==> src/rtl/pipe_stage_reg.sv <==
// Pipeline stage register: carries a packed payload bundle between stages
// with valid/ready flow control, hold (stall), flush (bubble insertion) and
// an optional skid entry that keeps in_ready a registered signal.
module pipe_stage_reg #(
  parameter int               WIDTH  = 32,
  parameter bit               SKID   = 1'b1,
  parameter logic [WIDTH-1:0] BUBBLE = '0
) (
  input  logic             CLK,
  input  logic             nRST,
  input  logic             in_valid,
  output logic             in_ready,
  input  logic [WIDTH-1:0] in_data,
  output logic             out_valid,
  input  logic             out_ready,
  output logic [WIDTH-1:0] out_data,
  input  logic             hold,
  input  logic             flush,
  output logic [1:0]       occupancy
);

  logic             r_main_valid;
  logic [WIDTH-1:0] r_main_data;
  logic             r_skid_valid;
  logic             w_in_fire;
  logic             w_out_fire;

  // hold behaves exactly like a deasserted out_ready on the downstream side
  assign w_out_fire = r_main_valid & out_ready & ~hold;
  assign w_in_fire  = in_valid & in_ready;

  generate
    if (SKID) begin : g_skid
      logic [WIDTH-1:0] r_skid_data;

      // in_ready depends only on registered state, apart from the flush mask
      assign in_ready = ~r_skid_valid & ~flush;

      // Valid flags: EMPTY -> FULL1 -> FULL2 occupancy walk, cleared by reset or flush
      always_ff @(posedge CLK) begin
        if (!nRST) begin
          r_main_valid <= 1'b0;
          r_skid_valid <= 1'b0;
        end else if (flush) begin
          r_main_valid <= 1'b0;
          r_skid_valid <= 1'b0;
        end else if (r_skid_valid) begin
          // FULL2: draining main promotes the skid entry into main
          if (w_out_fire) begin
            r_skid_valid <= 1'b0;
          end
        end else if (r_main_valid) begin
          // FULL1: a lone out_fire empties, a lone in_fire spills into skid
          if (w_out_fire && !w_in_fire) begin
            r_main_valid <= 1'b0;
          end else if (!w_out_fire && w_in_fire) begin
            r_skid_valid <= 1'b1;
          end
        end else if (w_in_fire) begin
          r_main_valid <= 1'b1;
        end
      end

      // Payload registers load only when an entry is captured (no reset needed)
      always_ff @(posedge CLK) begin
        if (r_skid_valid) begin
          if (w_out_fire) begin
            r_main_data <= r_skid_data;
          end
        end else if (w_in_fire) begin
          if (r_main_valid && !w_out_fire) begin
            r_skid_data <= in_data;
          end else begin
            r_main_data <= in_data;
          end
        end
      end
    end else begin : g_noskid
      assign r_skid_valid = 1'b0;

      // Single entry: accept when empty or when the held payload leaves this cycle
      assign in_ready = (~r_main_valid | w_out_fire) & ~flush;

      // Main valid flag, cleared by reset or flush
      always_ff @(posedge CLK) begin
        if (!nRST) begin
          r_main_valid <= 1'b0;
        end else if (flush) begin
          r_main_valid <= 1'b0;
        end else if (w_in_fire) begin
          r_main_valid <= 1'b1;
        end else if (w_out_fire) begin
          r_main_valid <= 1'b0;
        end
      end

      // Main payload loads only on capture
      always_ff @(posedge CLK) begin
        if (w_in_fire) begin
          r_main_data <= in_data;
        end
      end
    end
  endgenerate

  assign out_valid = r_main_valid;
  assign out_data  = r_main_valid ? r_main_data : BUBBLE;
  assign occupancy = {1'b0, r_main_valid} + {1'b0, r_skid_valid};

endmodule

==> config.mk <==
export PLATFORM = sky130hd
export DESIGN_NAME = pipe_stage_reg
export DESIGN_NICKNAME = d
export VERILOG_FILES = /design/src/rtl/pipe_stage_reg.sv
export SDC_FILE = /design/constraint.sdc
export NUM_CORES = 1
export LEC_CHECK = 0
export BUFFER_PORTS_ARGS = -buffer_cell sky130_fd_sc_hd__buf_4
export CORE_MARGIN = 2
export CORE_UTILIZATION = 30
export CTS_BUF_LIST = sky130_fd_sc_hd__clkbuf_2
export CTS_CLUSTER_DIAMETER = 100
export DETAILED_ROUTE_END_ITERATION = 12
export PLACE_DENSITY = 0.51
export SETUP_SLACK_MARGIN = 0.5
export SYNTH_ARGS = -nofsm -noshare
export SYNTH_HDL_FRONTEND = slang
export SYNTH_SLANG_ARGS = --single-unit
==> constraint.sdc <==
create_clock -name CLK -period 4.1 [get_ports CLK]
set_clock_uncertainty 0.2 [all_clocks]
set_input_delay 0.205 -clock CLK [delete_from_list [all_inputs] [get_ports CLK]]
set_output_delay 0.205 -clock CLK [all_outputs]
set_load 0.1 [all_outputs]
==> impl_metrics.env, run 1 <==
export IMPL_status="complete, no violations"
export IMPL_layout_cells_non_filler=382
export IMPL_cts_buffers=9
export IMPL_syn_cell_area_um2=2783
export IMPL_hp_class="in2reg"
export IMPL_final_setup_tns_ps=0
export IMPL_drive_above_1_share_pct=46.13
export IMPL_synth_distinct_cells=18
export IMPL_dieWidth_um=100.3
export IMPL_synthCells=151
export IMPL_drv_slew=0
export IMPL_cts_num_sinks=66
export IMPL_core_area_um2=9109
export IMPL_path_clk_slew_ps=190
export IMPL_ctsLongestPathBuffers=2
export IMPL_dr_pass1_iters=4
export IMPL_clk_latency_ps=470
export IMPL_syn_area_per_cell_um2=18.43
export IMPL_seq_area_frac_synth_pct=70.50
export IMPL_p_leak_nw=1.555
export IMPL_worstHoldPathCells=4
export IMPL_overflow=0
export IMPL_initial_core_util_pct=30.55
export IMPL_place_hpwl_um=3534
export IMPL_cts_tree="built"
export IMPL_antenna_found_initial=0
export IMPL_grt_pass1_wl_um=8162
export IMPL_viasPerCell=4.149
export IMPL_core_rowCount=35
export IMPL_port_buffers=73
export IMPL_rr_worst_depth=3
export IMPL_io_pins=74
export IMPL_dieArea_um2=10060
export IMPL_peakVddDrop_v=0.0001326
export IMPL_rsz0062_at_grt="false"
export IMPL_drt_wl_total_um=5350
export IMPL_dr_total_vias=1585
export IMPL_cp_end_kind="flop"
export IMPL_tightest_slew_ps=1029
export IMPL_finalSetupViolations=0
export IMPL_final_nets=305
export IMPL_period_share_pct=61.24
export IMPL_synthTopCellsByArea="edfxtp_1 69%, mux2_4 15%, and2_1 7.2%"
export IMPL_synthesis_nets=190
export IMPL_first_iter_violations=43
export IMPL_yosys_warnings=0
export IMPL_synthDominantCellAreaShare_pct=69.06
export IMPL_grt_pass1_vias=1618
export IMPL_yosys_area_top_type="edfxtp_1"
export IMPL_die_h_um=100.3
export IMPL_final_cell_mix="75 x buf_4, 64 x edfxtp_1, 36 x dlygate4sd3_1"
export IMPL_worstSetupPathType="reg2reg"
export IMPL_final_common_cell="buf_4"
export IMPL_postRouteAntennaNets=0
export IMPL_period_minus_slack_ps=2511
export IMPL_crit_arrival_ps=2420
export IMPL_gp_congestion=0.7584
export IMPL_antennaDiodeCount=0
export IMPL_worstPathRequired_ps=4010
export IMPL_drc=0
export IMPL_wl_per_cell_um=14.01
export IMPL_ys_seq_elements=66
export IMPL_drv_cap=0
export IMPL_hold_viol_final=0
export IMPL_grt_max_degree=37
export IMPL_synthToLayoutAreaGrowth_pct=40.20
export IMPL_final_core_util_pct=42.83
export IMPL_path_max_fanout=36
export IMPL_grt_usage_pct=11.05
export IMPL_dpl_instance_area_um2=3436
export IMPL_root_buffer="clkbuf_2"
export IMPL_htree_levels=3
export IMPL_cts_resized=0
export IMPL_final_area_um2=3901
export IMPL_relSlewSlack_pct=31.22
export IMPL_critPathLaunchType="flop"
export IMPL_p_per_area_nw_per_um2=343.7
export IMPL_dp_cells=330
export IMPL_fmax_ghz=0.3983
export IMPL_power_w=0.001341
==> per-stage QoR <==
stage	worst slack, ps	hold WS (ps)
4_1_cts	1487	198.4
3_5_place_dp	1530	197.3
3_3_place_gp	1587	197.8
6_report	1589	240.3
2_1_floorplan	489.6	103.9
5_1_grt	1313	190.7
==> critical path, stage by stage, from the launching register on <==
cell and delay [ps]:
dfxtp_2 360, buf_4 500, nand2_1 210, a21boi_4 850
==> cell usage after synthesis <==
cell type  number
inv_1           2
buf_6           3
o21ai_0         1
and2_1         32
mux2_2          4
nand2_1         2
a311oi_2        1
buf_12          1
ha_1            1
a31oi_1         1
dfxtp_1         2
a21oi_1         1
nand2b_1        2
a21boi_1        1
mux2_4         28
edfxtp_1       64
nor2_1          2
buf_2           3
==> logic make-up (layout without fill, tap and decap cells) <==
group | Yosys count | after routing | share of synthesized area [%]
buffers and inverters | 9 | 129 | 2.743
DFF | 66 | 66 | 70.50
adders and majority gates | 1 | 1 | 0.4496
and+or+nand+nor | 38 | 38 | 8.184
AOI/OAI and AO/OA | 5 | 5 | 1.394
muxes | 32 | 32 | 16.73
==> power breakdown <==
| part | internal [W] | switching (W) | total (W) |
|---|---|---|---|
| logic | 0.0000889 | 0.000128 | 0.000216 |
| clock network | 0.000134 | 0.000223 | 0.000357 |
| registers | 0.000763 | 0.00000490 | 0.000767 |
==> sequential cells by signal (all words and copies together), names as in the netlist <==
name,flops
out_valid,1
r_main_data,32
g_skid.r_skid_data,32
r_skid_valid,1
==> layer usage <==
layer | vias up | GRT usage [%] | wire length [um]
met3 | 10 | 2.855 | 251
met4 | 0 | 6.006 | 119
li1 | 791 | - | -
met1 | 728 | 15.33 | 2642
met5 | - | 0 | 0
met2 | 56 | 15.80 | 2336
==> worst paths after layout <==
| path | startpoint | to | slack [ps] |
|---|---|---|---|
| setup / recovery | r_skid_valid$_SDFF_PP0_ | r_main_data[21]$_DFFE_PP_ | 1590 |
| hold / removal | flush | g_skid.r_skid_data[8]$_DFFE_PP_ | 240 |
| setup reg to reg | r_skid_valid$_SDFF_PP0_ | r_main_data[21]$_DFFE_PP_ | 1590 |
| hold reg to reg | g_skid.r_skid_data[1]$_DFFE_PP_ | r_main_data[1]$_DFFE_PP_ | 360 |
==> timing repair <==
action                                 CTS  global route
endpoints found under the hold margin   66             0
hold buffers                            36             0
setup buffers                            0             0
==> area by class of cell <==
| class | count | area (um2) |
|---|---|---|
| timing repair buffer | 111 | 923.4 |
| multi-input combinational | 76 | 763.2 |
| inverter | 2 | 7.507 |
| sequential | 66 | 1963 |
| fill | 837 | 5207 |
| clock inverter | 7 | 60.06 |
| tap | 111 | 138.9 |
| clock buffer | 9 | 45.04 |
Power figures use the tool's default switching activity.
==> inputs of run 2 (changes only) <==
Settings changed: ABC_AREA from default to 1, PLACE_DENSITY 0.51 to 0.53.
Clock period 4.1 ns to 2.3 ns, I/O delays scaled along.
==> impl_metrics.env, run 2 <==
export IMPL_rsz0062_at_grt="true"
export IMPL_synthFlopType="edfxtp_1"
export IMPL_final_common_cell="nand2_1"
export IMPL_root_buffer="clkbuf_2"
export IMPL_drive_above_1_share_pct=37.28
export IMPL_core_rowCount=34
export IMPL_cts_buffers=9
export IMPL_final_setup_tns_ps=0
export IMPL_seq_area_frac_synth_pct=71.27
export IMPL_layout_cells_non_filler=497
export IMPL_p_per_area_nw_per_um2=527.5
export IMPL_hp_class="in2reg"
export IMPL_grt_usage_pct=12.44
export IMPL_final_nets=423
export IMPL_pre_cts_slack_ps=518.0
export IMPL_viasPerCell=4.095
export IMPL_ctsLongestPathBuffers=2
export IMPL_overflow=0
export IMPL_grt_pass1_vias=1992
export IMPL_gp_congestion=0.7253
export IMPL_fmax_ghz=0.5600
export IMPL_cts_num_sinks=66
export IMPL_synth_async_reset_ratio_pct=0
export IMPL_yosys_area_top_type="edfxtp_1"
export IMPL_drt_wl_total_um=5937
export IMPL_first_iter_violations=90
export IMPL_multiInputGateArea_um2=581.8
export IMPL_power_w=0.002391
export IMPL_clk_latency_ps=490
export IMPL_synthesis_nets=299
export IMPL_core_area_um2=8806
export IMPL_grt_pass1_wl_um=9404
export IMPL_postRouteAntennaNets=0
export IMPL_syn_cell_area_um2=2753
export IMPL_ys_seq_elements=66
export IMPL_drc=0
export IMPL_grt_max_degree=34
export IMPL_initial_core_util_pct=31.26
export IMPL_p_leak_nw=1.739
export IMPL_antenna_found_initial=0
export IMPL_dr_pass1_iters=4
export IMPL_synthToLayoutAreaGrowth_pct=64.68
export IMPL_fin_ws_ps=514.2
export IMPL_period_share_pct=77.65
export IMPL_dieArea_um2=9958
export IMPL_nFillCells=780
export IMPL_port_buffers=73
export IMPL_place_hpwl_um=3894
export IMPL_yosys_warnings=0
export IMPL_wl_per_cell_um=11.95
export IMPL_cp_end_kind="output pin"
export IMPL_cts_tree="built"
export IMPL_status="complete, no violations"
export IMPL_peakVddDrop_v=0.0002682
export IMPL_synthTopCellsByArea="edfxtp_1 70%, nand2_1 18%, inv_1 5.6%"
export IMPL_top_regs="g_skid.r_skid_data x32, r_main_data x32"
export IMPL_synth_edf_count=64
export IMPL_dr_total_vias=2035
export IMPL_hold_viol_final=0
export IMPL_die_h_um=99.79
export IMPL_drv_cap=0
export IMPL_final_cell_mix="128 x nand2_1, 64 x edfxtp_1, 47 x buf_4"
export IMPL_period_minus_slack_ps=1786
export IMPL_synthDominantCellAreaShare_pct=69.82
export IMPL_antennaDiodeCount=0
export IMPL_worstSetupPathType="reg2out"
export IMPL_io_pins=74
export IMPL_critPathLaunchType="flop"
export IMPL_synth_distinct_cells=18
export IMPL_synth_most_common_cell="nand2_1"
export IMPL_ys_top_cells_by_count="130 x nand2_1, 64 x edfxtp_1, 41 x inv_1, 9 x buf_2"
export IMPL_htree_levels=3
export IMPL_relSlewSlack_pct=76.00
export IMPL_synthCells=260
export IMPL_syn_area_per_cell_um2=10.59
export IMPL_drv_slew=0
export IMPL_dp_cells=436
export IMPL_path_clk_slew_ps=200
export IMPL_path_max_fanout=20
export IMPL_crit_arrival_ps=1470
export IMPL_tightest_slew_ps=360.1
export IMPL_dieWidth_um=99.79
export IMPL_finalSetupViolations=0
export IMPL_worstPathRequired_ps=1990
export IMPL_seqCellArea_um2=1969
[run 2: changes by cell type after synthesis, moves of 2 or more]
cell      change
and2_1       -32
buf_2         +6
buf_6         -2
inv_1        +39
mux2_2        -4
mux2_4       -28
nand2_1     +128
nand2b_1      -2
[run 2: logic make-up (layout without fill, tap and decap cells)]
group	Yosys count	count (layout)	synth area share, %
AND/OR/NAND/NOR	135	135	18.77
AO/OA/AOI/OAI	5	5	1.273
flip-flops	66	66	71.27
buffers and inverters	53	182	8.227
adder cells (fa/ha/maj)	1	1	0.4545
[run 2: metrics by stage]
stage | utilization, % | area (um2) | hold WS [ps]
after CTS | 48.05 | 4232 | 107.1
after global placement | 40.37 | 3555 | 104.9
after global routing | 51.48 | 4533 | 114.5
final | 51.48 | 4533 | 140.1
after floorplan | - | 2880 | 13.87
after detailed placement | 40.37 | 3555 | 106.2
[run 2: final cells by class]
class	instances	area share (%)
clock buffers	9	0.9937
multi-input cells	141	12.83
inverters	42	6.238
clock inverters	7	1.546
flip-flops and latches	66	43.44
well taps	108	2.981
repair buffers	124	31.96
[run 2: layer usage]
metal | global-route usage [%] | part of all wire (%) | up-vias
met3 | 2.368 | 3.8 | 10
li1 | - | - | 1057
met1 | 14.90 | 44 | 921
met4 | 5.374 | 1.7 | 0
met2 | 21.88 | 51 | 47
met5 | 0 | 0 | -
[run 2: repair_timing]
item                                    CTS  global route
cloned                                    0             0
endpoints found under the setup margin   29            62
resized for setup                        42            63
hold buffers                             38             0
hold endpoints to repair                 66             0
setup buffers                             2             5
[run 2: critical path, cell delays in order, from the launching register on]
cell,delay (ps)
dfxtp_4,380
buf_6,160
ha_4,290
buf_12,170
[run 2: path summary, 6_finish.rpt]
check | start | endpoint | slack [ps] | cells past startpoint
worst min-delay path | in_data[2] | g_skid.r_skid_data[2]$_DFFE_PP_ | 140 | 2
worst min register to register | g_skid.r_skid_data[6]$_DFFE_PP_ | r_main_data[6]$_DFFE_PP_ | 320 | 2
worst max register to register | out_valid$_SDFFE_PP0N_ | r_main_data[9]$_DFFE_PP_ | 540 | 6
worst max-delay path | r_skid_valid$_SDFF_PP0_ | occupancy[0] | 510 | 3
[run 2: power breakdown]
part	leakage (nW)	internal [W]	total [W]	switching [W]
sequential	0.606	0.00135	0.00136	0.00000750
clock	0.0716	0.000249	0.000668	0.000419
combinational	1.06	0.000164	0.000363	0.000200
total	1.74	0.00176	0.00239	0.000627
